File: src/rtl/irq_debouncer_pkg.sv
// ----------------------------------------------------------------------------
// irq_pkg
// Shared constants, types and helpers for the interrupt debouncer.
//   IRQ_NUM_POW_DEFAULT  : default log2 of the interrupt line count
//   SYNC_STAGES_MIN/MAX  : legal synchroniser depth range
//   DEBOUNCE_MIN/MAX     : legal stability-count range
//   cnt_width()          : stability counter width for a given cycle count
//   irq_vec_t            : one bit per interrupt line at the default line count
// ----------------------------------------------------------------------------
package irq_pkg;

  localparam int unsigned IRQ_NUM_POW_DEFAULT = 4;
  localparam int unsigned IRQ_NUM_DEFAULT     = 2 ** IRQ_NUM_POW_DEFAULT;

  localparam int unsigned SYNC_STAGES_MIN = 2;
  localparam int unsigned SYNC_STAGES_MAX = 4;

  localparam int unsigned DEBOUNCE_MIN = 1;
  localparam int unsigned DEBOUNCE_MAX = 65535;

  typedef logic [IRQ_NUM_DEFAULT-1:0] irq_vec_t;

  // Counter must hold 0..cycles-1; a single bit is kept even when cycles==1.
  function automatic int unsigned cnt_width(input int unsigned cycles);
    int unsigned w;
    w = $clog2(cycles);
    return (w < 1) ? 1 : w;
  endfunction

endpackage : irq_pkg

File: src/rtl/irq_debouncer_line.sv
// ----------------------------------------------------------------------------
// irq_debounce_line
// One interrupt line: polarity normalisation, synchroniser chain, stability
// counter, accepted-level flop and a one-cycle rising strobe.
// Ports:
//   clk_i      : tile clock
//   rst_i      : synchronous active-low reset
//   raw        : raw asynchronous interrupt input
//   debounced  : accepted active-high level (registered)
//   rise       : one-cycle strobe in the first cycle debounced reads 1
// ----------------------------------------------------------------------------
module irq_debounce_line
  import irq_pkg::*;
#(
  parameter int unsigned SYNC_STAGES     = 2,
  parameter int unsigned DEBOUNCE_CYCLES = 4,
  parameter logic        POLARITY        = 1'b0
) (
  input  logic clk_i,
  input  logic rst_i,
  input  logic raw,
  output logic debounced,
  output logic rise
);

  localparam int unsigned CW = cnt_width(DEBOUNCE_CYCLES);
  localparam logic [CW-1:0] CNT_LAST = CW'(DEBOUNCE_CYCLES - 1);

  logic                   norm;
  logic [SYNC_STAGES-1:0] sync_q;
  logic                   s;
  logic [CW-1:0]          cnt_q;
  logic [CW-1:0]          cnt_d;
  logic                   stable_q;
  logic                   stable_d;
  logic                   rise_q;
  logic                   rise_d;

  // Active-low lines are flipped before they enter the clock domain.
  assign norm = raw ^ POLARITY;
  assign s    = sync_q[SYNC_STAGES-1];

  // Stability tracking: any agreement with the accepted level clears the run.
  always_comb begin
    cnt_d    = cnt_q;
    stable_d = stable_q;
    rise_d   = 1'b0;
    if (s == stable_q) begin
      cnt_d = '0;
    end else if (cnt_q == CNT_LAST) begin
      stable_d = s;
      cnt_d    = '0;
      rise_d   = s;
    end else begin
      cnt_d = cnt_q + CW'(1);
    end
  end

  // State registers; reset discards any partial count and synchroniser state.
  always_ff @(posedge clk_i) begin
    if (!rst_i) begin
      sync_q   <= '0;
      cnt_q    <= '0;
      stable_q <= 1'b0;
      rise_q   <= 1'b0;
    end else begin
      sync_q   <= {sync_q[SYNC_STAGES-2:0], norm};
      cnt_q    <= cnt_d;
      stable_q <= stable_d;
      rise_q   <= rise_d;
    end
  end

  assign debounced = stable_q;
  assign rise      = rise_q;

endmodule : irq_debounce_line

File: src/rtl/irq_debouncer.sv
// ----------------------------------------------------------------------------
// irq_debouncer
// Conditions N raw asynchronous interrupt lines into glitch-free active-high
// levels on the tile clock, plus a one-cycle strobe per line on each accepted
// 0->1 transition. Lines are fully independent.
// Ports:
//   clk_i            : tile clock, all state on rising edge
//   rst_i            : synchronous active-low reset
//   irq_raw_bi       : raw asynchronous interrupt lines (N bits)
//   irq_debounced_bo : debounced active-high levels (registered)
//   irq_rise_bo      : one-cycle strobe on debounced 0->1 (registered)
// ----------------------------------------------------------------------------
module irq_debouncer
  import irq_pkg::*;
#(
  parameter int unsigned                      IRQ_NUM_POW     = IRQ_NUM_POW_DEFAULT,
  parameter int unsigned                      SYNC_STAGES     = 2,
  parameter int unsigned                      DEBOUNCE_CYCLES = 4,
  parameter logic [(2 ** IRQ_NUM_POW)-1:0]    IRQ_POLARITY    = '0
) (
  input  logic                           clk_i,
  input  logic                           rst_i,
  input  logic [(2 ** IRQ_NUM_POW)-1:0]  irq_raw_bi,
  output logic [(2 ** IRQ_NUM_POW)-1:0]  irq_debounced_bo,
  output logic [(2 ** IRQ_NUM_POW)-1:0]  irq_rise_bo
);

  localparam int unsigned N = 2 ** IRQ_NUM_POW;

  // Reject unsupported configurations at elaboration.
  if ((SYNC_STAGES < SYNC_STAGES_MIN) || (SYNC_STAGES > SYNC_STAGES_MAX)) begin : g_bad_sync
    $error("irq_debouncer: SYNC_STAGES=%0d outside %0d..%0d",
           SYNC_STAGES, SYNC_STAGES_MIN, SYNC_STAGES_MAX);
  end
  if ((DEBOUNCE_CYCLES < DEBOUNCE_MIN) || (DEBOUNCE_CYCLES > DEBOUNCE_MAX)) begin : g_bad_deb
    $error("irq_debouncer: DEBOUNCE_CYCLES=%0d outside %0d..%0d",
           DEBOUNCE_CYCLES, DEBOUNCE_MIN, DEBOUNCE_MAX);
  end

  // One independent conditioner per line, no arbitration between lines.
  for (genvar i = 0; i < N; i++) begin : g_line
    irq_debounce_line #(
      .SYNC_STAGES     (SYNC_STAGES),
      .DEBOUNCE_CYCLES (DEBOUNCE_CYCLES),
      .POLARITY        (IRQ_POLARITY[i])
    ) u_line (
      .clk_i     (clk_i),
      .rst_i     (rst_i),
      .raw       (irq_raw_bi[i]),
      .debounced (irq_debounced_bo[i]),
      .rise      (irq_rise_bo[i])
    );
  end

endmodule : irq_debouncer

File: config.mk
export PLATFORM = sky130hd
export DESIGN_NAME = irq_debouncer
export DESIGN_NICKNAME = d
export VERILOG_FILES = /design/src/rtl/irq_debouncer_pkg.sv /design/src/rtl/irq_debouncer_line.sv /design/src/rtl/irq_debouncer.sv
export SDC_FILE = /design/constraint.sdc
export NUM_CORES = 1
export LEC_CHECK = 0
export ABC_AREA = 1
export CAP_MARGIN = 20
export CORE_MARGIN = 3
export CORE_UTILIZATION = 49
export CTS_CLUSTER_DIAMETER = 80
export CTS_CLUSTER_SIZE = 20
export DETAILED_ROUTE_END_ITERATION = 7
export HOLD_SLACK_MARGIN = 0.1
export PLACE_DENSITY_LB_ADDON = 0.12
export SLEW_MARGIN = 40
export SYNTH_ARGS = -nofsm -noshare
export SYNTH_HDL_FRONTEND = slang
export SYNTH_SLANG_ARGS = --single-unit
File: constraint.sdc
create_clock -name clk_i -period 0.9 [get_ports clk_i]
set_clock_uncertainty 0.2 [all_clocks]
set_input_delay 0.18 -clock clk_i [delete_from_list [all_inputs] [get_ports clk_i]]
set_output_delay 0.18 -clock clk_i [all_outputs]
set_load 0.01 [all_outputs]
# Word-level counts from Yosys, hierarchy flattened
# Index checks and enable logic that the tools add are counted.
[classes]
n_eq_ne = 32
n_addsub = 16
n_bitwise = 33
n_reduce_logical = 48
[ops]
columns = ["operator", "n"]
rows = [
  ["$reduce_or 3->1", 32],
  ["$not 1->1", 33],
  ["$add 2x1->2 const B", 16],
  ["$eq 2x2->1 const B", 16],
  ["$reduce_and 2->1", 16],
  ["$eq 1x1->1", 16],
]
[word_totals]
output_inout_bits = 32
word_cells = 193
reg_bits = 96
in_bits = 18

# Depth between registers and ports, before layout
[logic_depth]
ltp_word = 3
ltp_mapped = 6
ltp_nobuf = 4

# By module
# From an unflattened synthesis, not the netlist that was laid out.
[hier_totals]
cells_unflattened = 384
hier_area_um2 = 3283.1
[by_module_without_submodules]
columns = ["module", "n_inst", "cells_each", "seq_area_each_um2", "area_each_um2"]
rows = [
  ["irq_debounce_line", 16, 24, 120.1, 205.2],
]

# Worst setup path after synthesis
# Ideal clock, no wire load.
[synth_path]
kind = "flip-flop to flip-flop"
from = "register g_line[0].u_line.cnt_q[0]"
to = "register g_line[0].u_line.cnt_q[0]"
period_less_slack_ns = 1.038
path_buffers = 0
arrival_time_ns = 0.774
path_slack_ns = -0.138
stages_incl_launch_ff = 5
required_time_ns = 0.636
setup_ns = 0.064
cell_sequence = "dfxtp_1 > ha_1 > nor2_4 > nand3_2 > nor2_1"
[synth_via]
elab_chain_cells = 2
elab_cells_between_ends = 3
classes_between = "add/sub (1); eq/ne (1); reduce/logical (1)"
[synth_rtl]
columns = ["element", "line_no", "text"]
rows = [
  ["start: declaration", "irq_debouncer_line.sv:32", "logic [CW-1:0] cnt_q;"],
  ["start signal: assignment", "irq_debouncer_line.sv:68", "cnt_q <= cnt_d;"],
  ["$eq 2x2->1", "irq_debouncer_line.sv:50", "end else if (cnt_q == CNT_LAST) begin"],
  ["$reduce_or 3->1 (no line)", "-", ""],
]
# Parallel ways exist; a longest one is shown, timed or not.
# A chain may end at the register's enable or synchronous reset.

# Worst setup path after layout
[layout_path]
from = "register g_line[15].u_line.stable_q"
to = "output port irq_debounced_bo[15]"
[layout_lines]
columns = ["element", "line_no", "text"]
rows = [
  ["start: declaration", "irq_debouncer_line.sv:34", "logic stable_q;"],
  ["start signal: assignment", "irq_debouncer_line.sv:69", "stable_q <= stable_d;"],
  ["end: declaration", "irq_debouncer.sv:24", "output logic [(2 ** IRQ_NUM_POW)-1:0] irq_debounced_bo,"],
]
# No word-level cell between the ends.

==> impl_results.md <==
* WL per Instance at slightly above 10 um
* Compound-cell area share of the yosys netlist at 0.0201
* Comb pwr share at 0.053
* Net switching power figure at about 0.0017 W
* Mapped Nets at 489
* CTS Root Buffer Type: clkbuf_8
* Drt first pass iters at 4
* Fmax achieved at between 0.8 and 0.9 GHz
* CP Launch Type: flop
* Run status: finished, violations left
* Seq pwr share at 0.576
* Cell taking the most area after synthesis: dfxtp_1
* Via-per-instance ratio at ~4.4
* Worst r2r path cells at 4
* Global routing's busiest layer: met2
* Share of layout cells above drive strength 1 at 0.508
* Worst setup path startpoint: g_line[15].u_line.debounced
* Initial antenna violation count at 0
* Detailed-route via count at 2650
* Cell Area, Synth at between 0.003 and 0.004 mm^2
* FF-to-FF End: g_line[10].u_line.cnt_q[1]
* # placed instances at roughly 590
* Critical path's top delay family: flip-flops
* Final period util at 1.32
* Initial core utilization at 0.511
* Skew-Pair Late Insertion Delay at 0.35 ns
* Post-layout utilization of the core at 0.691
* Violated checks: negative setup slack
* Top post-synthesis cells by area: dfxtp_1 51%, nand2_1 9.6%, inv_1 9.5%
* Power Internal at about 0.006 W
* # Max-Cap Violations at 0
* Sequential share of the synthesized area at 0.513
* Clock power frac at 0.371
* CTS sink count at 96
* Post-DP HPWL at approximately 4.2 mm
* CTS tree: yes
* Routed Antenna Nets at 0
* Met2 usage in global routing at 0.248
* Post-Synth Simple-Gate Area at 0.237
* Reg2Reg Launch Point: g_line[10].u_line.cnt_q[0]
* Drt drc at 0
* Routed wire length at 6.18 mm
* Gate Count Post-Synth at ~460
* CP endpoint kind: primary output
* Die H at around 93 um
* Non-Filler Instances at 607
* IO Count at 50
* Core ar. at about 0.0073 mm^2
* Ys async rst share at 0
* Slew Viols, Final at 0
* Critical-path cell list: buf_6
* Library cells used by synthesis at 13
* Largest family of logic cells by synthesized area: simple AND/OR/NAND/NOR gates
* Die W at 93.4 um
* Pwr/cell area at between 1500 and 2000 mW/mm^2
* WP data arrival at ~0.81 ns
* Crit path depth at 1
* Final net count at around 540
* WS Path Type: flop to primary output
* CP Capture Point: irq_debounced_bo[15]
* Yosys top cell area share at 0.513
* Total CTS buffers at 9
* VDD IR-drop max at approximately 0.92 mV
* Fin crit period at around 1.2 ns
* Setup violators final at between 90 and 100
* # diodes at 0
* Synth cell count leaders: 96 x dfxtp_1, 96 x nand2_1, 95 x inv_1
* Net Sw Frac at 0.226
* Leak at approximately 2.2 nW
* Post-synthesis mux area share at 0
* Adder-cell share of the synthesized area at 0.0535
* RSZ-0062 raised after global routing: yes
* # hold bufs at CTS at 0
* Placement row count at 31
* Clock Tree Buf Depth at 2
* Grt ovf at 0
* # port buffers at 49
* Syn avg cell area at just over 8 um^2
* GR Util met3 at 0.0298
* Yosys reg bits at between 90 and 100
* Largest net degree at the start of global routing at 23
* CTS H-tree depth at 3
* Crit path buffers/inverters at 1
* Yosys warns at 0
* Die Footprint at 0.00872 mm^2
* Gp weighted congestion at roughly 0.75
* Worst slew pin tran at ~0.17 ns
* CP max FO at 2
* Gr usage total at 0.148
* Area Overhead vs Synth at 35.2%
* Met1 Usage GRT at 0.182
* Vias in the first global route at ~2500
* XOR/XNOR Fraction of Synth Area at 0
* Max transition margin at 0.883
* CP max stage delay at 0.36 ns
* Number of synthesized flops with an enable pin at 0
* Worst-path clk slew at 0.09 ns
* Hold Crit Class: primary input to flop
* Worst EP required at around 0.52 ns
* Setup WS post-layout at -0.286 ns
* DRT iter0 DRCs at 58
* R2R setup slack at -0.13 ns
* First-pass GRT wire length at around 10 mm
* Hold Fails Final Rpt at 0
* Synth Flop Type: dfxtp_1
* Crit-path slowest cell: dfxtp_2
[worst min-delay path by stage]
stage	start	depth (start not counted)	endpoint
2_1_floorplan	irq_raw_bi[0]	2	g_line[0].u_line.sync_q[0]
3_3_place_gp	g_line[5].u_line.sync_q[0]	2	g_line[5].u_line.sync_q[1]
3_5_place_dp	g_line[15].u_line.sync_q[0]	2	g_line[15].u_line.sync_q[1]
4_1_cts	irq_raw_bi[12]	3	g_line[12].u_line.sync_q[0]
5_1_grt	rst_i	4	g_line[1].u_line.sync_q[0]
6_report	rst_i	4	g_line[13].u_line.sync_q[1]
[metal layers]
metal / part of all wire / routed length (um)
met5: 0 / 0
met4: 0.017 / 108
met3: 0.045 / 277
met2: 0.48 / 2970
met1: 0.46 / 2820
[registers in the layout, indices dropped and copies added, names as in the netlist]
name and count:
g_line.u_line.cnt_q 32, g_line.u_line.sync_q 32, g_line.u_line.debounced 16, g_line.u_line.rise 16
[power groups by stage]
| stage | clock network (W) | registers [W] | logic [W] |
|---|---|---|---|
| floorplan | 0 | 0.00448 | 0.000220 |
| global placement | 0 | 0.00449 | 0.000349 |
| detailed placement | 0 | 0.00449 | 0.000362 |
| CTS | 0.00292 | 0.00440 | 0.000379 |
| global route | 0.00311 | 0.00441 | 0.000460 |
| finish | 0.00283 | 0.00440 | 0.000408 |
[final cells by class]
| class | count | area (um^2) |
|---|---|---|
| Timing Repair Buffer | 77 | 737 |
| Inverter | 96 | 380 |
| Multi-Input combinational cell | 223 | 1630 |
| Sequential cell | 96 | 1990 |
| Tap cell | 99 | 124 |
| Fill cell | 537 | 2270 |
| Clock inverter | 6 | 67.6 |
| Clock buffer | 10 | 138 |
[cells in the final DEF, fill, tap and decap left out]
| master | netlist | layout |
|---|---|---|
| a21oi_1 | 15 | 3 |
| a21oi_2 | 0 | 12 |
| buf_12 | 1 | 3 |
| buf_2 | 6 | 13 |
| buf_4 | 33 | 13 |
| buf_6 | 0 | 31 |
| bufinv_16 | 0 | 1 |
| clkbuf_2 | 0 | 1 |
| clkbuf_8 | 0 | 10 |
| clkdlybuf4s50_1 | 0 | 16 |
| clkinv_2 | 0 | 1 |
| clkinv_4 | 0 | 1 |
| clkinvlp_4 | 0 | 2 |
| dfxtp_1 | 96 | 44 |
| dfxtp_2 | 0 | 51 |
| dfxtp_4 | 0 | 1 |
| ha_4 | 0 | 16 |
| inv_1 | 95 | 69 |
| inv_2 | 0 | 21 |
| inv_4 | 1 | 5 |
| inv_6 | 0 | 1 |
| inv_8 | 0 | 1 |
| nand2_1 | 96 | 79 |
| nand2_2 | 0 | 17 |
| nand3_2 | 10 | 32 |
| nor2_1 | 54 | 39 |
| nor2_2 | 0 | 9 |
| nor2_4 | 10 | 16 |
[metrics by stage]
stage               worst slack, ns  total power (W)  setup TNS [ns]  instance area (um^2)  hold WS [ns]
floorplan                   -0.0705          0.00470           -2.32                  3990        0.0776
detailed placement           -0.669          0.00485          -65.11                  4520         0.199
global placement             -0.662          0.00484          -64.34                  4520         0.195
global route                 -0.322          0.00798          -18.31                  5060        0.0632
finish                       -0.286          0.00764          -14.11                  5060        0.0565
CTS                          -0.300          0.00770          -15.29                  4840         0.139
[worst reg2reg max path, cell delays in order (launching register included)]
cell,delay (ns)
dfxtp_2,0.34
ha_4,0.18
nor2_4,0.08
nand3_2,0.09
nor2_1,0.09
[repair_timing]
action,4_1_cts,5_1_grt
endpoints found under the setup margin,128,118
endpoints found under the hold margin,0,9
pin swaps,65,54
setup buffers,0,5
resized for setup,214,76
[logic make-up (layout without fill, tap and decap cells)]
family | Yosys count | in the layout
compound gates | 15 | 15
buf+inv | 136 | 189
simple gates | 192 | 192
fa+ha+maj | 16 | 16
flops | 96 | 96
(Power assumes the default switching activity.)
